### src/rtl/logic_axi4_stream_downsizer.sv
// rtl/logic_axi4_stream_downsizer.sv - splits each wide AXI4-Stream beat into narrow slices, LSB slice first
// Optional macro LOGIC_AXI4_STREAM_DOWNSIZER_NULL_SKIP_EN: slices with all-zero tkeep are not emitted.
module logic_axi4_stream_downsizer #(
    parameter int TDATA_BYTES    = 1,
    parameter int TUSER_WIDTH    = 1,
    parameter int RX_TDATA_BYTES = TDATA_BYTES,
    parameter int TX_TDATA_BYTES = TDATA_BYTES,
    parameter int RX_TUSER_WIDTH = TUSER_WIDTH,
    parameter int TX_TUSER_WIDTH = TUSER_WIDTH,
    parameter int TDEST_WIDTH    = 1,
    parameter int TID_WIDTH      = 1,
    parameter int USE_TLAST      = 1,
    parameter int USE_TKEEP      = 1,
    parameter int USE_TSTRB      = 1
) (
    input  logic                        aclk,
    input  logic                        areset_n,
    input  logic [RX_TDATA_BYTES*8-1:0] rx_tdata_i,
    input  logic [RX_TDATA_BYTES-1:0]   rx_tkeep_i,
    input  logic [RX_TDATA_BYTES-1:0]   rx_tstrb_i,
    input  logic [RX_TUSER_WIDTH-1:0]   rx_tuser_i,
    input  logic [TDEST_WIDTH-1:0]      rx_tdest_i,
    input  logic [TID_WIDTH-1:0]        rx_tid_i,
    input  logic                        rx_tlast_i,
    input  logic                        rx_tvalid_i,
    output logic                        rx_tready_o,
    output logic [TX_TDATA_BYTES*8-1:0] tx_tdata_o,
    output logic [TX_TDATA_BYTES-1:0]   tx_tkeep_o,
    output logic [TX_TDATA_BYTES-1:0]   tx_tstrb_o,
    output logic [TX_TUSER_WIDTH-1:0]   tx_tuser_o,
    output logic [TDEST_WIDTH-1:0]      tx_tdest_o,
    output logic [TID_WIDTH-1:0]        tx_tid_o,
    output logic                        tx_tlast_o,
    output logic                        tx_tvalid_o,
    input  logic                        tx_tready_i
);
    localparam int RATIO = (TX_TDATA_BYTES > 0) ? RX_TDATA_BYTES / TX_TDATA_BYTES : 1;
    localparam int IDX_W = (RATIO > 1) ? $clog2(RATIO) : 1;
    localparam int TXB   = TX_TDATA_BYTES;
    localparam int TXD   = TX_TDATA_BYTES * 8;
    localparam int TXU   = TX_TUSER_WIDTH;
`ifdef LOGIC_AXI4_STREAM_DOWNSIZER_NULL_SKIP_EN
    localparam bit SKIP = (USE_TKEEP != 0);
`else
    localparam bit SKIP = 1'b0;
`endif

    generate
        if (TDATA_BYTES < 1 || TUSER_WIDTH < 1 || TX_TDATA_BYTES < 1 || TX_TUSER_WIDTH < 1 ||
            RATIO < 1 || RX_TDATA_BYTES != RATIO * TX_TDATA_BYTES ||
            RX_TUSER_WIDTH != RATIO * TX_TUSER_WIDTH) begin : g_param_check
            $error("logic_axi4_stream_downsizer: RX widths must be an integer multiple of TX widths");
        end
    endgenerate

    typedef enum logic {EMPTY, BUSY} state_t;

    state_t                      state_q;
    logic [IDX_W-1:0]            idx_q;
    logic [RX_TDATA_BYTES*8-1:0] data_q;
    logic [RX_TDATA_BYTES-1:0]   keep_q;
    logic [RX_TDATA_BYTES-1:0]   strb_q;
    logic [RX_TUSER_WIDTH-1:0]   user_q;
    logic                        last_q;
    logic [TXD-1:0]              tx_tdata_q;
    logic [TXB-1:0]              tx_tkeep_q;
    logic [TXB-1:0]              tx_tstrb_q;
    logic [TXU-1:0]              tx_tuser_q;
    logic [TDEST_WIDTH-1:0]      tx_tdest_q;
    logic [TID_WIDTH-1:0]        tx_tid_q;
    logic                        tx_tlast_q;

    logic [RATIO-1:0] rx_nz, h_nz;
    logic [IDX_W-1:0] rx_first, rx_final, idx_d, h_final;
    logic             found_r, found_h;
    logic             is_final, rx_fire, tx_fire;

    always_comb begin
        rx_nz = '0;
        h_nz  = '0;
        for (int i = 0; i < RATIO; i++) begin
            rx_nz[i] = |rx_tkeep_i[i*TXB +: TXB];
            h_nz[i]  = |keep_q[i*TXB +: TXB];
        end
    end

    // Priority encoders locate the first/final emitted slice; an all-zero beat degenerates to slice 0 alone.
    always_comb begin
        rx_first = '0;
        rx_final = '0;
        h_final  = '0;
        idx_d    = idx_q;
        found_r  = 1'b0;
        found_h  = 1'b0;
        for (int i = 0; i < RATIO; i++) begin
            if (rx_nz[i]) begin
                if (!found_r) begin
                    rx_first = IDX_W'(i);
                    found_r  = 1'b1;
                end
                rx_final = IDX_W'(i);
            end
            if (h_nz[i]) begin
                h_final = IDX_W'(i);
                if (!found_h && i > int'(idx_q)) begin
                    idx_d   = IDX_W'(i);
                    found_h = 1'b1;
                end
            end
        end
        if (!SKIP) begin
            rx_first = '0;
            rx_final = IDX_W'(RATIO - 1);
            h_final  = IDX_W'(RATIO - 1);
            idx_d    = idx_q + IDX_W'(1);
        end
    end

    assign is_final    = (idx_q == h_final);
    assign tx_fire     = (state_q == BUSY) && tx_tready_i;
    assign rx_tready_o = (state_q == EMPTY) || (tx_fire && is_final);
    assign rx_fire     = rx_tvalid_i && rx_tready_o;

    always_ff @(posedge aclk or negedge areset_n) begin
        if (!areset_n) begin
            state_q    <= EMPTY;
            idx_q      <= '0;
            data_q     <= '0;
            keep_q     <= '0;
            strb_q     <= '0;
            user_q     <= '0;
            last_q     <= 1'b0;
            tx_tdata_q <= '0;
            tx_tkeep_q <= '0;
            tx_tstrb_q <= '0;
            tx_tuser_q <= '0;
            tx_tdest_q <= '0;
            tx_tid_q   <= '0;
            tx_tlast_q <= 1'b0;
        end else if (rx_fire) begin
            state_q    <= BUSY;
            idx_q      <= rx_first;
            data_q     <= rx_tdata_i;
            keep_q     <= rx_tkeep_i;
            strb_q     <= rx_tstrb_i;
            user_q     <= rx_tuser_i;
            last_q     <= rx_tlast_i;
            tx_tdata_q <= rx_tdata_i[int'(rx_first)*TXD +: TXD];
            tx_tkeep_q <= rx_tkeep_i[int'(rx_first)*TXB +: TXB];
            tx_tstrb_q <= rx_tstrb_i[int'(rx_first)*TXB +: TXB];
            tx_tuser_q <= rx_tuser_i[int'(rx_first)*TXU +: TXU];
            tx_tdest_q <= rx_tdest_i;
            tx_tid_q   <= rx_tid_i;
            tx_tlast_q <= rx_tlast_i && (rx_first == rx_final);
        end else if (tx_fire) begin
            if (is_final) begin
                state_q <= EMPTY;
            end else begin
                idx_q      <= idx_d;
                tx_tdata_q <= data_q[int'(idx_d)*TXD +: TXD];
                tx_tkeep_q <= keep_q[int'(idx_d)*TXB +: TXB];
                tx_tstrb_q <= strb_q[int'(idx_d)*TXB +: TXB];
                tx_tuser_q <= user_q[int'(idx_d)*TXU +: TXU];
                tx_tlast_q <= last_q && (idx_d == h_final);
            end
        end
    end

    assign tx_tvalid_o = (state_q == BUSY);
    assign tx_tdata_o  = tx_tdata_q;
    assign tx_tkeep_o  = (USE_TKEEP != 0) ? tx_tkeep_q : {TXB{1'b1}};
    assign tx_tstrb_o  = (USE_TSTRB != 0) ? tx_tstrb_q : tx_tkeep_o;
    assign tx_tuser_o  = tx_tuser_q;
    assign tx_tdest_o  = tx_tdest_q;
    assign tx_tid_o    = tx_tid_q;
    assign tx_tlast_o  = (USE_TLAST != 0) ? tx_tlast_q : 1'b0;

endmodule

### config.mk
export PLATFORM = sky130hd
export DESIGN_NAME = logic_axi4_stream_downsizer
export DESIGN_NICKNAME = d
export VERILOG_FILES = /design/src/rtl/logic_axi4_stream_downsizer.sv
export SDC_FILE = /design/constraint.sdc
export NUM_CORES = 1
export LEC_CHECK = 0
export CORE_MARGIN = 10
export CORE_UTILIZATION = 42
export CTS_BUF_LIST = sky130_fd_sc_hd__clkbuf_4
export DETAILED_ROUTE_END_ITERATION = 10
export HOLD_SLACK_MARGIN = 0.05
export PLACE_DENSITY = 0.86
export REMOVE_ABC_BUFFERS = 1
export SETUP_SLACK_MARGIN = 0.2
export SLEW_MARGIN = 5
export SYNTH_ARGS = -nofsm -noshare
export SYNTH_HDL_FRONTEND = slang
export SYNTH_SLANG_ARGS = --single-unit
### constraint.sdc
create_clock -name aclk -period 3.2 [get_ports aclk]
set_input_delay 0.48 -clock aclk [delete_from_list [all_inputs] [get_ports aclk]]
set_output_delay 0.48 -clock aclk [all_outputs]
set_load 0.1 [all_outputs]
Yosys cells after proc, flatten, opt, wreduce, memory -nomap -nowiden:

Index checks and enable logic that the tools add are counted.
W data, S select, Z words.

* output and inout port bits: 16
* bits in registers: 28
* logic and storage cells: 53
* input bits: 18

* bitwise operators: 3
* shift operators: 4
* muxes and demuxes: 21
* $add $sub $neg: 1
* eq/ne operators: 1
* reductions and logical operators: 9

Operators with widths (number)
* $mux W8: 3
* $mux W1: 18
* $shiftx A8 B5 Y8: 1
* $shiftx A1 B2 Y1: 3
* $logic_and A1 B1 Y1: 4
* $reduce_and A2 Y1: 2
* $reduce_bool A2 Y1: 2
* $not A1 Y1: 3
* $ne A2 B1 Y1 const B: 1
* $add A1 B1 Y1 const B: 1
* $logic_or A1 B1 Y1: 1

Logic depth before layout (Yosys ltp):

* depth in word-level cells: 6
* gate-level depth with buffers: 4
* gate-level depth less buffers: 3

Worst setup path after synthesis:

No wires, ideal clock.

* path kind: register to register
* from: register state_q, in the netlist tx_tvalid_o
* to: register tx_tdata_q[0], in the netlist tx_tdata_o[0]
* arrival time: 1975 ps
* data required time: 3075 ps
* path slack: 1099 ps
* cell stages (with the launch flop): 5
* period minus slack after synthesis: 2101 ps
* path through: dfrtp_1 nand2b_4 nand2_4 buf_12 mux2_4

* cells in the longest elaborated chain, start to end: 6
* elaborated cells on any way between the ends: 9
* classes of those cells: mux (1); bitwise (1); reduce/logical (7)

Ends and longest elaborated chain
* start: declaration: line 58 `state_t state_q;`
* start signal: assignment: line 126 `state_q <= EMPTY;`
* start signal: assignment: line 141 `state_q <= BUSY;`
* start signal: assignment: line 157 `state_q <= EMPTY;`
* $logic_and A1 B1 Y1: line 120 `assign tx_fire = (state_q == BUSY) && tx_tready_i;`
* $logic_and A1 B1 Y1: line 121 `assign rx_tready_o = (state_q == EMPTY) || (tx_fire && is_final);`
* $logic_or A1 B1 Y1 *: line 121
* via rx_tready_o: line 26 `output logic rx_tready_o,`
* $logic_and A1 B1 Y1 *: line 122 `assign rx_fire = rx_tvalid_i && rx_tready_o;`
* $reduce_bool A2 Y1 (no line)
* $reduce_and A2 Y1 (no line)
* end signal: assignment: line 148 `tx_tdata_q <= rx_tdata_i[int'(rx_first)*TXD +: TXD];`
* end signal: assignment: line 160 `tx_tdata_q <= data_q[int'(idx_d)*TXD +: TXD];`
* end: declaration: line 65 `logic [TXD-1:0] tx_tdata_q;`

The timed path passes the listed nets; every way through them passes the cells marked *.
A chain may end at the register's enable or synchronous reset.

Worst setup path in the final report:

* from: register tx_tdata_q[6], in the netlist tx_tdata_o[6]
* to: output port tx_tdata_o[6]

RTL lines
* end: declaration: line 27 `output logic [TX_TDATA_BYTES*8-1:0] tx_tdata_o,`

No word-level cell between the ends.

==> impl_metrics.tcl <==
set metrics [dict create \
    cts_root_buffer "clkbuf_4" \
    regToRegSetupSlack_ns 2.03 \
    grt_max_degree 16 \
    critPathBufInv 1 \
    place_area_sq_um 932.1 \
    grt_pass1_vias 421 \
    r2r_cells 3 \
    min_to "tx_tuser_o" \
    setup-tns-final_ns 0 \
    setup_slack_ns 0.9470 \
    end_kind "output pin" \
    path_cells "clkdlybuf4s50_1" \
    via_per_inst 4.607 \
    dp_hpwl_microns 1130 \
    cts_tree "built" \
    ys_seq_elements 15 \
    cts_buffers 3 \
    hold_viol_final 0 \
    wirelength_microns 1400 \
    p_per_area_nw_per_um2 707.2 \
    final_nets 88 \
    die_w_microns 58.52 \
    grt_pass1_wl_microns 2201 \
    critPathLaunchType "flip-flop" \
    syn_area_sq_um 623.1 \
    die_h_microns 58.52 \
    fp-row-count 13 \
    gp_congestion 0.6864 \
    worstReg2RegEnd "tx_tdata_o[4]" \
    ant_nets 0 \
    arrival_ns 1.77 \
    fmax_mhz 443.8 \
    rr_startpoint "tx_tvalid_o" \
    clk_pin_slew_ns 0.08 \
    crit_slowest_cell "clkdlybuf4s50_1" \
    grt_usage 0.08311 \
    grt_overflow_total 0 \
    criticalPathCategory "flip-flop to output pin" \
    pre_cts_ws_ns 1.245 \
    p_leak_nw 0.4514 \
    rsz0062_at_grt "no" \
    hold_depth 1 \
    placed_cells_incl_taps 80 \
    crit_fanout 2 \
    dieArea_sq_um 3424 \
    relSlewSlack 0.3407 \
    status "finished, final reports clean" \
    max_stage_delay_ns 1.14 \
    antenna_found_initial 0 \
    post_cts_buffers 0 \
    postSynthAreaPerCell_sq_um 18.88 \
    cts_buffer_depth 2 \
    min_path_type "flip-flop to flip-flop" \
    fin_area_sq_um 962.2 \
    dr.pass1.iters 3 \
    syn_to_final_growth_pct 54.42 \
    cts.sinks 15 \
    yosys_warnings 0 \
    wl_per_cell_microns 16.67 \
    ir_worst_vdd_v 0.0004333 \
    ctsHoldBuffers 0 \
    design.core.area_sq_um 1350 \
    top_level_ports 34 \
    drt_iter0_drc 2 \
    fin_crit_sh 0.7041 \
    tightest_slew_ns 0.9859 \
    drc 0 \
    period_needed_ns 2.253 \
    drv_slew 0 \
    clk_latency_ns 0.27 \
    setup_viol 0 \
    cts-resized-gates 0 \
    cp_top_family "buffers and inverters" \
    seq_area_frac_synth 0.6024 \
    start_util 0.4615 \
    netlist_instances 33 \
    htreeDepth 1 \
    layout-drive-gt1-share 0.4058 \
    cap_violations 0 \
    antenna_cells 0 \
    dr_total_vias 387 \
    io_buffers 33 \
    stdcell_count 84 \
    synth_cell_type_count 7 \
    cp_data_required_time_ns 2.72 \
    hp-start "tx_tuser_o" \
    fin_skew_ns 0.0006431 \
]
-- Yosys cell counts, drive strengths merged --
cell type | instances | area, sq um
dfrtp | 15 | 375.4
nand2b | 1 | 13.76
nand2 | 1 | 11.26
mux2 | 14 | 195.2
buf | 1 | 20.02
or2b | 1 | 7.510
-- per-stage QoR --
stage | utilization | total power, W | hold slack (ns)
finish | 0.7127 | 0.0006805 | 0.5111
global route | 0.7127 | 0.0007081 | 0.5182
CTS | 0.7127 | 0.0006917 | 0.5136
detailed placement | 0.6905 | 0.0005742 | 0.4922
global placement | 0.6905 | 0.0005714 | 0.4882
floorplan | - | 0.0004863 | 0.1844
-- placed cells by master, fill, tap and decap left out --
| cell type | netlist | layout |
|---|---|---|
| or2b_1 | 1 | 1 |
| mux2_4 | 10 | 10 |
| clkbuf_4 | 0 | 4 |
| buf_4 | 0 | 8 |
| clkdlybuf4s50_1 | 0 | 25 |
| mux2_2 | 4 | 4 |
| nand2b_4 | 1 | 1 |
| nand2_4 | 1 | 1 |
| dfrtp_1 | 15 | 15 |
-- power breakdown --
group          internal [W]  switching (W)
registers          0.000216      0.0000140
clock network     0.0000567      0.0000558
logic             0.0000942       0.000243
total              0.000367       0.000313
-- final cells by class --
class / count / area [sq um]
Fill cell: 105 / 387.9
Clock buffer: 4 / 30.03
Tap cell: 15 / 18.77
Timing Repair Buffer: 33 / 310.3
Sequential cell: 15 / 375.4
Multi-Input combinational cell: 17 / 227.7
-- registers in the layout, summed over array words and instances (netlist names) --
name	flops
tx_tstrb_o	1
tx_tlast_o	1
tx_tdest_o	1
tx_tuser_o	1
tx_tdata_o	8
tx_tid_o	1
tx_tvalid_o	1
tx_tkeep_o	1
-- metal layers --
layer	track usage	vias to the layer above	routed length, microns
met1	0.1100	181	606
met4	0.03020	0	0
met3	0.04077	0	194
met5	0	-	0
met2	0.1123	22	600
li1	-	184	-
-- worst max-delay path by stage --
stage	start	end	cells after the start
after global placement	tx_tlast_o	tx_tlast_o	1
after detailed placement	tx_tdata_o[6]	tx_tdata_o[6]	1
after CTS	tx_tdata_o[1]	tx_tdata_o[1]	1
final	tx_tdata_o[6]	tx_tdata_o[6]	1
after floorplan	tx_tvalid_o	tx_tdata_o[4]	3
after global routing	tx_tdata_o[1]	tx_tdata_o[1]	1
-- kinds of logic (layout without fill, tap and decap cells) --
logic type / count (synthesis) / count (layout) / synth area share
buffers and inverters: 1 / 37 / 0.03213
flip-flops: 15 / 15 / 0.6024
multiplexers: 14 / 14 / 0.3132
AND/OR/NAND/NOR: 3 / 3 / 0.05221
No activity file was read; power rests on OpenSTA's default activity.
